[config.mk]
export PLATFORM = sky130hd
export DESIGN_NAME = mips_multicycle_control
export DESIGN_NICKNAME = d
export VERILOG_FILES = /design/src/rtl/mips_ctrl_pkg.sv /design/src/rtl/mips_op_classify.sv /design/src/rtl/mips_multicycle_control.sv
export SDC_FILE = /design/constraint.sdc
export NUM_CORES = 1
export LEC_CHECK = 0
export CELL_PAD_IN_SITES_DETAIL_PLACEMENT = 1
export CELL_PAD_IN_SITES_GLOBAL_PLACEMENT = 2
export CORE_ASPECT_RATIO = 0.75
export CORE_MARGIN = 1
export CORE_UTILIZATION = 25
export CTS_CLUSTER_DIAMETER = 200
export DETAILED_ROUTE_END_ITERATION = 7
export PLACE_DENSITY = 0.81
export SKIP_LAST_GASP = 1
export SLEW_MARGIN = 20
export SYNTH_ARGS = -nofsm -noshare
export SYNTH_HDL_FRONTEND = slang
export SYNTH_SLANG_ARGS = --single-unit
[constraint.sdc]
create_clock -name clk -period 2.27 [get_ports clk]
set_clock_uncertainty 0.05 [all_clocks]
set_input_delay 0.454 -clock clk [delete_from_list [all_inputs] [get_ports clk]]
set_output_delay 0.454 -clock clk [all_outputs]
set_load 0.05 [all_outputs]
[src/rtl/mips_ctrl_pkg.sv]
// Shared types and encodings for the multi-cycle MIPS control unit.
package mips_ctrl_pkg;

  typedef enum logic [2:0] {
    StIdle, StFetch, StDecode, StExec, StMem, StWb, StTrap
  } state_e;

  typedef enum logic [3:0] {
    ClsNone, ClsRAlu, ClsAddi, ClsBeq, ClsBne, ClsJ, ClsJal, ClsJr, ClsLw, ClsSw
  } cls_e;

  localparam logic [5:0] OpRtype = 6'h00;
  localparam logic [5:0] OpJ     = 6'h02;
  localparam logic [5:0] OpJal   = 6'h03;
  localparam logic [5:0] OpBeq   = 6'h04;
  localparam logic [5:0] OpBne   = 6'h05;
  localparam logic [5:0] OpAddi  = 6'h08;
  localparam logic [5:0] OpAddiu = 6'h09;
  localparam logic [5:0] OpLw    = 6'h23;
  localparam logic [5:0] OpSw    = 6'h2B;

  localparam logic [5:0] FnJr   = 6'h08;
  localparam logic [5:0] FnAdd  = 6'h20;
  localparam logic [5:0] FnAddu = 6'h21;
  localparam logic [5:0] FnSub  = 6'h22;
  localparam logic [5:0] FnSlt  = 6'h2A;

  localparam logic [2:0] AluAdd = 3'd0;
  localparam logic [2:0] AluSub = 3'd1;
  localparam logic [2:0] AluSlt = 3'd3;

  localparam logic [1:0] RegDstRt = 2'd0;
  localparam logic [1:0] RegDstRd = 2'd1;
  localparam logic [1:0] RegDstRa = 2'd2;

  localparam logic [1:0] MemToRegAlu = 2'd0;
  localparam logic [1:0] MemToRegMem = 2'd1;
  localparam logic [1:0] MemToRegPc  = 2'd2;

  localparam logic [1:0] AluSrcBReg = 2'd0;
  localparam logic [1:0] AluSrcBImm = 2'd1;

endpackage

[src/rtl/mips_op_classify.sv]
// Combinational opcode/funct decoder: instruction class, ALU op and illegal flag.
module mips_op_classify
  import mips_ctrl_pkg::*;
(
  input  logic [5:0] opcode_i,
  input  logic [5:0] funct_i,
  output cls_e       cls_o,
  output logic [2:0] alu_op_o,
  output logic       illegal_o
);

  always_comb begin
    cls_o     = ClsNone;
    alu_op_o  = AluAdd;
    illegal_o = 1'b0;
    case (opcode_i)
      OpRtype: begin
        case (funct_i)
          FnAdd, FnAddu: cls_o = ClsRAlu;
          FnSub: begin
            cls_o    = ClsRAlu;
            alu_op_o = AluSub;
          end
          FnSlt: begin
            cls_o    = ClsRAlu;
            alu_op_o = AluSlt;
          end
          FnJr:    cls_o = ClsJr;
          default: illegal_o = 1'b1;
        endcase
      end
      OpAddi, OpAddiu: cls_o = ClsAddi;
      OpBeq: begin
        cls_o    = ClsBeq;
        alu_op_o = AluSub;
      end
      OpBne: begin
        cls_o    = ClsBne;
        alu_op_o = AluSub;
      end
      OpJ:     cls_o = ClsJ;
      OpJal:   cls_o = ClsJal;
      OpLw:    cls_o = ClsLw;
      OpSw:    cls_o = ClsSw;
      default: illegal_o = 1'b1;
    endcase
  end

endmodule

[src/rtl/mips_multicycle_control.sv]
// Multi-cycle MIPS control FSM: sequences fetch/decode/exec/mem/wb over a shared
// memory port, traps on illegal instructions and memory timeouts.
module mips_multicycle_control
  import mips_ctrl_pkg::*;
#(
  parameter int unsigned TIMEOUT = 16,
  parameter int unsigned CNT_W   = 32,
  parameter int unsigned TO_W    = 8
) (
  input  logic             clk,
  input  logic             rst_n,
  input  logic [31:0]      instruction,
  input  logic             mem_ready,
  output logic             mem_req,
  output logic             mem_wr,
  output logic             mem_is_fetch,
  output logic             ir_write,
  output logic             pc_write,
  output logic             reg_wr,
  output logic [1:0]       reg_dst,
  output logic [1:0]       alu_src_b,
  output logic             extend_method,
  output logic [2:0]       alu_cntrl,
  output logic [1:0]       mem_to_reg,
  output logic             branch,
  output logic             inv_zero,
  output logic             jump,
  output logic             jump_reg,
  output logic             illegal,
  output logic             bus_error,
  output logic [CNT_W-1:0] retired
);

  localparam logic [TO_W-1:0] ToLast = TO_W'((TIMEOUT == 0) ? 0 : TIMEOUT - 1);

  state_e            state_q, state_d;
  cls_e              cls_q, cls_d, dec_cls;
  logic [2:0]        alu_q, alu_d, dec_alu;
  logic              dec_illegal;
  logic              illegal_q, illegal_d, bus_err_q, bus_err_d;
  logic [TO_W-1:0]   to_cnt_q, to_cnt_d;
  logic [CNT_W-1:0]  retired_q, retired_d;
  logic              to_hit, retire;
  logic              unused_instr;

  assign unused_instr = ^instruction[25:6];

  mips_op_classify u_classify (
    .opcode_i  (instruction[31:26]),
    .funct_i   (instruction[5:0]),
    .cls_o     (dec_cls),
    .alu_op_o  (dec_alu),
    .illegal_o (dec_illegal)
  );

  // Only meaningful in FETCH/MEM, where mem_req is asserted.
  assign to_hit = (TIMEOUT != 0) && !mem_ready && (to_cnt_q == ToLast);

  always_comb begin
    state_d   = state_q;
    cls_d     = cls_q;
    alu_d     = alu_q;
    illegal_d = illegal_q;
    bus_err_d = bus_err_q;
    case (state_q)
      StIdle:  state_d = StFetch;
      StFetch: begin
        if (mem_ready) begin
          state_d = StDecode;
        end else if (to_hit) begin
          state_d   = StTrap;
          bus_err_d = 1'b1;
        end
      end
      StDecode: begin
        cls_d = dec_cls;
        alu_d = dec_alu;
        if (dec_illegal) begin
          state_d   = StTrap;
          illegal_d = 1'b1;
        end else begin
          state_d = StExec;
        end
      end
      StExec: begin
        case (cls_q)
          ClsRAlu, ClsAddi: state_d = StWb;
          ClsLw, ClsSw:     state_d = StMem;
          default:          state_d = StFetch;
        endcase
      end
      StMem: begin
        if (mem_ready) begin
          state_d = (cls_q == ClsSw) ? StFetch : StWb;
        end else if (to_hit) begin
          state_d   = StTrap;
          bus_err_d = 1'b1;
        end
      end
      StWb:    state_d = StFetch;
      default: state_d = StTrap;
    endcase

    retire    = (state_d == StFetch) && (state_q inside {StExec, StMem, StWb});
    retired_d = retire ? retired_q + CNT_W'(1) : retired_q;

    if (state_d != state_q) begin
      to_cnt_d = '0;
    end else if (mem_req && !mem_ready) begin
      to_cnt_d = to_cnt_q + TO_W'(1);
    end else begin
      to_cnt_d = to_cnt_q;
    end
  end

  always_ff @(posedge clk or negedge rst_n) begin
    if (!rst_n) begin
      state_q   <= StIdle;
      cls_q     <= ClsNone;
      alu_q     <= AluAdd;
      illegal_q <= 1'b0;
      bus_err_q <= 1'b0;
      to_cnt_q  <= '0;
      retired_q <= '0;
    end else begin
      state_q   <= state_d;
      cls_q     <= cls_d;
      alu_q     <= alu_d;
      illegal_q <= illegal_d;
      bus_err_q <= bus_err_d;
      to_cnt_q  <= to_cnt_d;
      retired_q <= retired_d;
    end
  end

  always_comb begin
    mem_req       = 1'b0;
    mem_wr        = 1'b0;
    mem_is_fetch  = 1'b0;
    ir_write      = 1'b0;
    pc_write      = 1'b0;
    reg_wr        = 1'b0;
    reg_dst       = RegDstRt;
    alu_src_b     = AluSrcBReg;
    extend_method = 1'b0;
    alu_cntrl     = AluAdd;
    mem_to_reg    = MemToRegAlu;
    branch        = 1'b0;
    inv_zero      = 1'b0;
    jump          = 1'b0;
    jump_reg      = 1'b0;
    case (state_q)
      StFetch: begin
        mem_req      = 1'b1;
        mem_is_fetch = 1'b1;
        ir_write     = mem_ready;
        pc_write     = mem_ready;
      end
      StExec: begin
        case (cls_q)
          ClsRAlu: alu_cntrl = alu_q;
          ClsAddi, ClsLw, ClsSw: alu_src_b = AluSrcBImm;
          ClsBeq, ClsBne: begin
            alu_cntrl = AluSub;
            branch    = 1'b1;
            inv_zero  = (cls_q == ClsBne);
          end
          ClsJ:    jump = 1'b1;
          ClsJal: begin
            jump       = 1'b1;
            reg_wr     = 1'b1;
            reg_dst    = RegDstRa;
            mem_to_reg = MemToRegPc;
          end
          ClsJr:   jump_reg = 1'b1;
          default: ;
        endcase
      end
      StMem: begin
        mem_req   = 1'b1;
        mem_wr    = (cls_q == ClsSw);
        alu_src_b = AluSrcBImm;
      end
      StWb: begin
        reg_wr     = 1'b1;
        reg_dst    = (cls_q == ClsRAlu) ? RegDstRd : RegDstRt;
        mem_to_reg = (cls_q == ClsLw) ? MemToRegMem : MemToRegAlu;
      end
      default: ;
    endcase
  end

  assign illegal   = illegal_q;
  assign bus_error = bus_err_q;
  assign retired   = retired_q;

endmodule

==> metrics.md <==
| Metric | Value |
|---|---|
| Status | complete, but fails checks |
| Failing checks | negative setup slack |
| CP Capture Type | register |
| Worst r2r dst | retired[31] |
| Mean Syn Cell Area | 9.26 µm² |
| Count leader, synth | dfrtp_1 |
| Async SR Flop Fraction | 100% |
| Detail-routed net length per standard cell | between 10 and 15 µm |
| Post-synth EDFFs | 0 |
| Vias per inst | 4.78 |
| Min setup slack post-route | -0.0283 ns |
| Fin. Hold Viols | 0 |
| Clk pin slew, worst setup/hold paths | 0.07 ns |
| Detailed Place HPWL | 6220 µm |
| Die W | 126 µm |
| Fin nets | about 460 |
| Worst skew pair latency | 0.29 ns |
| Port Buffer Count | 65 |
| Design Area, Final | approximately 0.0046 mm² |
| Placed cell area | 0.00421 mm² |
| Largest net degree at the start of global routing | 52 |
| Vias | approximately 2700 |
| Pwr Density | 415 mW/mm² |
| Register area share after synthesis | between 40 and 50% |
| Main synth FF type | dfrtp_1 |
| Crit path launch type | register |
| Core ar. | 0.0111 mm² |
| Vias in the first global route | 2833 |
| Fill count | 1255 |
| Peak VDD IR | 0.245 mV |
| CTS tree | built |
| Detail Route Antenna Nets | 0 |
| Worst Max-Slew Pin Slew | about 0.66 ns |
| Worst EP required | 2.43 ns |
| H-Tree Depth | 2 |
| Max Fclk | 435 MHz |
| Clk buf depth | 2 |
| Starting DRC count in detailed routing | 57 |
| Syn Inst Count | about 310 |
| Max Slew Vio Count | 0 |
| Io pins | 89 |
| Antenna violations before repair | 0 |
| Routed WL | 8470 µm |
| Dominant cells by area after synthesis | dfrtp_1 (44%), xnor2_1 (7.6%), nand2_1 (5.2%) |
| Max-cap violation count | 0 |
| Tmin final | 2.30 ns |
| TNS Setup | -0.0620 ns |
| Period utilization | 101% |
| WP data arrival | 2.46 ns |
| Sink Count | 51 |
| Initial Util | between 20% and 30% |
| Leakage | 2.02 nW |
| Final core utilization | 42.0% |
| Hold WC Path Type | in -> async |
| Area of the multi-input gates | 0.00176 mm² |
| Hold buffers post-CTS | 0 |
| Share of cells above drive strength 1 | between 30% and 40% |
| Cell Area, Synth | 0.00289 mm² |
| Die H | 95.1 µm |
| Syn-to-layout area delta | 60.9% |
| # diodes | 0 |
| R2r setup slk | -0.03 ns |
| Yosys reg bits | 51 |
| RSZ-0062 raised after global routing | yes |
| CP Max Fanout | 7 |
| YS warnings | 0 |
| Critical path class | reg -> reg |
| GR Overflow Total | 0 |
| Row count | 33 |
| Clock root cell | clkbuf_16 |
| Top post-synthesis cells by count | dfrtp_1 (51), nand2_1 (40), xnor2_1 (25), nor2_1 (20) |
| First-pass GRT wire length | roughly 14000 µm |
| Gr usage total | 14.8% |
| Post-synth top area cell | dfrtp_1 |
| R2R cell count | 6 |
| Residual DRC | 0 |
| Die Area | 0.0120 mm² |
| Num CTS Buffers | 5 |
| Synth cell types | 47 |
| GPL Wtd Cong | 0.765 |
| Slew margin rel. | 56.0% |
| Yosys top cell area share | between 40 and 50% |
| Detailed Routing Iterations Pass 1 | 4 |
| R2R Path Start | to_cnt_q[6] |
| Pre-CTS WS | -0.359 ns |
| Final setup fails | 5 |
| Storage cell area | 0.00128 mm² |
worst max-delay path, cell delays in order (launching register included):
cell     delay, ns
dfrtp_1       0.39
or4_4         0.57
or4_4         0.57
and3_4        0.19
and4_4        0.21
nand4_1       0.10
xnor2_1       0.13
how the worst max path moves through the flow:
| stage | start | to | slack (ns) |
|---|---|---|---|
| global placement | mem_ready | retired[23] | -0.30 |
| global route | to_cnt_q[6] | retired[24] | -0.09 |
| CTS | to_cnt_q[4] | retired[31] | -0.04 |
| finish | to_cnt_q[6] | retired[31] | -0.03 |
| floorplan | state_q[0] | pc_write | -0.29 |
| detailed placement | instruction[26] | to_cnt_q[1] | -0.36 |
what timing repair did:
item / CTS / global route
setup endpoints to repair: 35 / 48
gates resized for setup: 23 / 31
setup buffers: 1 / 6
pin swaps: 13 / 14
layout make-up:
| cell class | instances | area share (%) |
|---|---|---|
| Timing Repair Buffer | 121 | 26.6 |
| Clock buffer | 6 | 2.99 |
| Clock inverter | 2 | 0.835 |
| Inverter | 4 | 0.323 |
| Sequential cell | 51 | 27.7 |
| Tap cell | 140 | 3.77 |
| Multi-Input combinational cell | 244 | 37.8 |
flip-flops by register name, summed over array words and instances, names as in the netlist:
| signal | count |
|---|---|
| retired | 32 |
| to_cnt_q | 8 |
| cls_q | 4 |
| state_q | 3 |
| alu_q | 2 |
| bus_error | 1 |
| illegal | 1 |
layer usage:
metal	share of wire [%]	track usage, %	wire, µm	vias up
li1	-	-	-	1319
met1	47	19.2	4020	1339
met2	49	26.1	4140	47
met3	2.6	2.08	223	9
met4	1.0	3.61	85	0
met5	0	0	0	-
logic make-up after synthesis:
group	after synthesis	share of synthesized area, %
simple gates	158	29.7
flops	51	44.2
xor+xnor	40	12.1
compound gates	38	8.23
buf+inv	19	3.73
mux	3	1.04
fa+ha+maj	2	0.866
other cells	1	0.130
power by group:
group / switching, mW / internal (mW)
Clock: 0.356 / 0.555
Sequential: 0.000491 / 0.909
Combinational: 0.0609 / 0.0480
placed cells by master (no fill, tap or decap), types with 6 or more instances in the layout:
cell type        netlist  routed
buf_4                  5      56
nand3_1               12      10
nor2b_1                7       6
and3_1                11      11
o21ai_0               13       9
nor3_2                 0       7
nor3_1                15       6
dfrtp_2                0       7
xor2_1                15      14
clkdlybuf4s50_1        0      47
nor2_1                20      16
buf_12                 0      17
nand4_1               13      13
dfrtp_1               51      44
a21oi_1               10       6
nand2_1               40      35
xnor2_1               25      22
metrics by stage:
step | hold WS, ns | std cells | power [mW]
final | 0.228 | 568 | 1.93
after global routing | 0.296 | 568 | 1.99
after CTS | 0.261 | 562 | 1.95
after detailed placement | 0.411 | 553 | 1.04
after global placement | 0.399 | 553 | 1.03
after floorplan | 0.108 | 314 | 0.964
Power figures use the tool's default switching activity.
==> patch 1, RTL diff (same settings) <==
Reset style: synchronous (`rst_n`), changed in one clocked block.
--- a/src/rtl/mips_multicycle_control.sv
+++ b/src/rtl/mips_multicycle_control.sv
@@ -113,7 +113,7 @@
     end
   end
 
-  always_ff @(posedge clk or negedge rst_n) begin
+  always_ff @(posedge clk) begin
     if (!rst_n) begin
       state_q   <= StIdle;
       cls_q     <= ClsNone;
Formal check against the unedited RTL: differs if rst_n is asserted again (counterexample within 4 cycles, from zero or initial values and one cycle with rst_n low); with rst_n held inactive, the same outputs for 10 cycles.
==> patch 1 against the original RTL <==
  * The run still ends with negative setup slack left
  * Synthesized area rose by 11%
  * Global-route usage rose by 1.9 points
  * Cell count increased by 21%
  * Final area up 8.1%
  * Routed wire length is 31% higher
  * Worst setup slack got worse by 3.9 ps
  * Die area up 11%
  * Sequential cell count stayed put
  * Largest cell class unchanged
  * Highest routed layer unchanged
Power is not compared: it rests on default switching activity, and its combinational part moved more than twofold at a synthesized area within 25%.
==> patch 1: results (changes against the original RTL) <==
| Metric | Value |
|---|---|
| Status | finished with violations |
| Failing checks | negative setup slack |
| Critical R2R Capture | retired[7] |
| CP startpoint | state_q[2] |
| Asr flop ratio synth | 0% (-100 points) |
| Fraction of layout cells with a size suffix above 1 | 25.4% (-6.9 points) |
| R2r startpoint | to_cnt_q[0] |
| FILL cells | 1433 (+14%) |
| DRT iter0 DRCs | 210 (+270%) |
| Ranking of synthesized cells by area | dfxtp_1 (32%), nand2b_1 (4.7%), nand2_1 (4.6%), a21oi_1 (4.2%), o41ai_1 (3.5%) |
| Largest stage delay on the critical path | 370 ps (-200 ps) |
| Slowest CP cell | dfxtp_4 |
| FF-to-FF setup slack | 20 ps (+50 ps) |
| Vias in the first global route | 3688 (+30%) |
| Post-Synth XOR/XNOR Area | 1.91% (-10 points) |
| Mux cell area share after synthesis | 2.22% (+1.2 points) |
| Worst R2R Path Depth | 7 (+1) |
| Total wire length | 11.1 mm (+31%) |
| Slew HR | 45.9% (-10 points) |
| Via density | 5.25 (+9.8%) |
| Worst Path Arrival | 1800 ps (-660 ps) |
| Final setup vio count | 5 (unchanged) |
| Top_reg_cell synth | dfxtp_1 |
| Final worst slack | -32.3 ps (-3.93 ps) |
| GPL Wtd Cong | 0.811 (+6.1%) |
| Overall routing resource usage | 16.7% (+1.9 points) |
| Worst min path class | reg2reg |
| Seq/Total Area, Yosys | 31.8% (-12 points) |
| Netlist cell types | 63 (+34%) |
| Largest net degree at the start of global routing | 34 (-35%) |
| # nets final | 560 (+21%) |
==> patch 1: kinds of logic after synthesis <==
| logic type | after synthesis |
|---|---|
| flip-flops | 51 |
| AO/OA/AOI/OAI | 114 |
| XOR/XNOR | 7 |
| adder cells (fa/ha/maj) | 2 |
| AND/OR/NAND/NOR | 187 |
| multiplexers | 7 |
| buffers and inverters | 43 |
| other | 1 |
==> patch 1: report_power, final <==
part | total [mW] | switching [mW] | internal (mW)
Sequential | 0.961 | 0.0403 | 0.921
Clock | 0.791 | 0.349 | 0.441
Combinational | 0.932 | 0.522 | 0.410
Total | 2.68 | 0.911 | 1.77
==> patch 1: layout make-up <==
cell class / count / area, sq um / area share [%]
Sequential cell: 51 / 1030 / 20.5
Timing Repair Buffer: 133 / 1390 / 27.6
Inverter: 12 / 45.0 / 0.897
Tap cell: 166 / 208 / 4.13
Clock inverter: 2 / 16.3 / 0.324
Multi-Input combinational cell: 320 / 2200 / 43.8
Clock buffer: 6 / 139 / 2.76
==> patch 1: per-layer routing <==
layer,routed length (um),global-route usage (%),up-vias
met2,5250,28.4,62
met3,326,2.68,8
li1,-,-,1788
met5,0,0,-
met4,77,2.83,0
met1,5440,22.5,1762
==> patch 1: how the worst min path moves through the flow <==
stage / from / endpoint / slack [ps] / cells after the start
floorplan: alu_q[0] / alu_q[0] / 410 / 2
global placement: illegal / illegal / 400 / 1
detailed placement: illegal / illegal / 410 / 1
CTS: illegal / illegal / 430 / 1
global route: illegal / illegal / 460 / 1
finish: illegal / illegal / 420 / 1
==> patch 1: stage by stage <==
stage	instance area [sq um]	instances	hold WS [ps]	util, %	TNS (ps)
2_1_floorplan	3270	414	410	-	-3300
6_report	5020	690	422	40.5	-105
4_1_cts	4880	684	428	39.4	-904
5_1_grt	5020	690	458	40.5	-690
3_3_place_gp	4630	675	402	37.3	-10120
3_5_place_dp	4630	675	410	37.3	-12160
==> patch 1: worst max-delay path, delay by kind of cell, from the launching register on <==
| family | cells | cell delay (ps) |
|---|---|---|
| simple gates | 4 | 970 |
| buf+inv | 1 | 160 |
| flops | 1 | 370 |
==> patch 1: timing repair <==
action,in CTS,in global routing
setup buffers,1,5
endpoints found under the setup margin,37,48
hold buffers,0,0
gates cloned,0,1
pin swaps,5,16
resized for setup,27,20
==> patch 2, RTL diff (same flow settings) <==
Made on the original files. Change the parameter `CNT_W` from 32 to 64.
--- a/src/rtl/mips_multicycle_control.sv
+++ b/src/rtl/mips_multicycle_control.sv
@@ -4,7 +4,7 @@
   import mips_ctrl_pkg::*;
 #(
   parameter int unsigned TIMEOUT = 16,
-  parameter int unsigned CNT_W   = 32,
+  parameter int unsigned CNT_W   = 64,
   parameter int unsigned TO_W    = 8
 ) (
   input  logic             clk,
Ports: changed (resized retired); port bits go from 89 to 121. No check against the original RTL was run, so the function may have changed too.
==> patch 2 against the original RTL <==
  * The run still ends with negative setup slack left
  * Critical path depth rose by 2
  * Critical endpoint is now retired[23]
  * Sequential cell count is 32 higher
  * Routed wire length rose by 110%
  * Synthesized area is 73% higher
  * Largest power group is now combinational cells
  * Highest routed layer unchanged
  * Via count is 70% higher
  * Cell count is 65% higher
  * Worst setup slack lost 120 ps
  * Power grew to 4.3 times the old value
  * Clock power up 91%
  * Combinational power grew to 43 times the old value
  * Critical path type unchanged
  * Final area up 81%
  * Die area up 71%
==> patch 2: results (changes against the original RTL) <==
| Metric | Value |
|---|---|
| GPL Wtd Cong | 0.791 (+3.4%) |
| Skew-Pair Late Insertion Delay | 360 ps (+70 ps) |
| Netlist cell types | 55 (+17%) |
| Overall routing resource usage | 17.3% (+2.5 points) |
| Synthesized instance count | 498 (+60%) |
| Vias | 4608 (+70%) |
| H-tree depth | 3 (+1) |
| Failing checks | negative setup slack |
| Seq/Total Area, Yosys | 41.6% (-2.6 points) |
| Compound-Gate Fraction of Synth Area | 5.39% (-2.8 points) |
| WL met1 | 7.86 mm (+95%) |
| Power per cell area | 980 nW/um^2 (+140%) |
| Fraction of layout cells with a size suffix above 1 | 37.2% (+5.0 points) |
| Post-Place Cells | 883 (+60%) |
| Worst Path Arrival | 2630 ps (+170 ps) |
| Worst-margin pin slew | 584 ps (-76.3 ps) |
| Max FO, Critical Path | 14 (+7) |
| Sw power | 3.47 mW (+730%) |
| Root Buffer | clkbuf_16 |
| First-pass GRT wire length | 27.6 mm (+96%) |
| Largest net degree at the start of global routing | 43 (-17%) |
| Adder-cell share of the synthesized area | 0.501% (-0.37 points) |
| Max reg flops | 64 (+100%) |
| Fin Setup TNS | -2610 ps (-2550 ps) |
| Maximum vdd ir drop | 732 uV (+200%) |
| Commonest cells in the netlist | dfrtp_1 (83), xor2_1 (60), nand2_1 (47) |
| Vias in the first global route | 4963 (+75%) |
| P_comb | 4.71 mW (+4200%) |
| Routed len/inst | 18.7 um (+26%) |
| Yosys warns | 0 (unchanged) |
| Clock share of power | 21.1% (-26 points) |
| Met3 Wirelength | 806 um (+260%) |
| Place WS | -531 ps (-172 ps) |
| Post-Synth XOR/XNOR Area | 12.5% (+0.32 points) |
| # nets final | 714 (+54%) |
| Final worst slack | -149 ps (-120 ps) |
| Mux cell area share after synthesis | 0.852% (-0.19 points) |
| DRT iter0 DRCs | 153 (+170%) |
| Chip Width | 165 um (+31%) |
| Clock buffer count from CTS | 9 (+4) |
| Worst min path class | reg2reg |
| Final setup vio count | 39 (+34) |
| Total wire length | 17.5 mm (+110%) |
| Leak | 3.52 nW (+74%) |
| Status | finished with violations |
| I/O Buffers | 97 (+49%) |
-- patch 2: worst max-delay path: stages, from the launching register on --
cell and delay [ps]:
dfrtp_1 410, ha_4 180, nor4b_4 130, and4b_1 180, a2111o_2 510, buf_12 180, buf_12 170, nor4_4 270
xor2_1 230
-- patch 2: cells by family after synthesis --
kind of cell               Yosys count
and+or+nand+nor                    253
DFF                                 83
xor gates and xnor gates            71
AOI/OAI and AO/OA                   42
buffers and inverters               42
muxes                                4
adders and majority gates            2
other                                1
-- patch 2: area by class of cell --
type	instances	area (sq um)
Fill cell	2069	11000
Clock inverter	6	113
Tap cell	253	317
Inverter	13	48.8
Clock buffer	10	229
Multi-Input combinational cell	375	3490
Timing Repair Buffer	195	2120
Sequential cell	83	2090
-- patch 2: worst paths after layout --
check                       startpoint     endpoint  slack (ps)  cells after the start
max                        to_cnt_q[0]  retired[23]        -150                      8
min                           alu_q[0]     alu_q[0]         430                      2
max reg2reg                to_cnt_q[0]  retired[23]        -150                      8
min reg2reg                   alu_q[0]     alu_q[0]         430                      2
max in group asynchronous        rst_n  retired[29]        1090                      3
min in group asynchronous        rst_n   retired[8]         490                      2
-- patch 2: what timing repair did --
item	4_1_cts	5_1_grt
setup endpoints to repair	75	78
pin swaps	42	71
gates resized for setup	90	46
buffers inserted	7	21
hold buffers	1	0
hold endpoints to repair	21	0
cloned	4	3
-- patch 2: routing by layer --
| metal | vias up | track usage [%] |
|---|---|---|
| met3 | 29 | 4.26 |
| li1 | 2145 | - |
| met4 | 0 | 3.62 |
| met1 | 2328 | 23.2 |
| met2 | 106 | 27.8 |
| met5 | - | 0 |
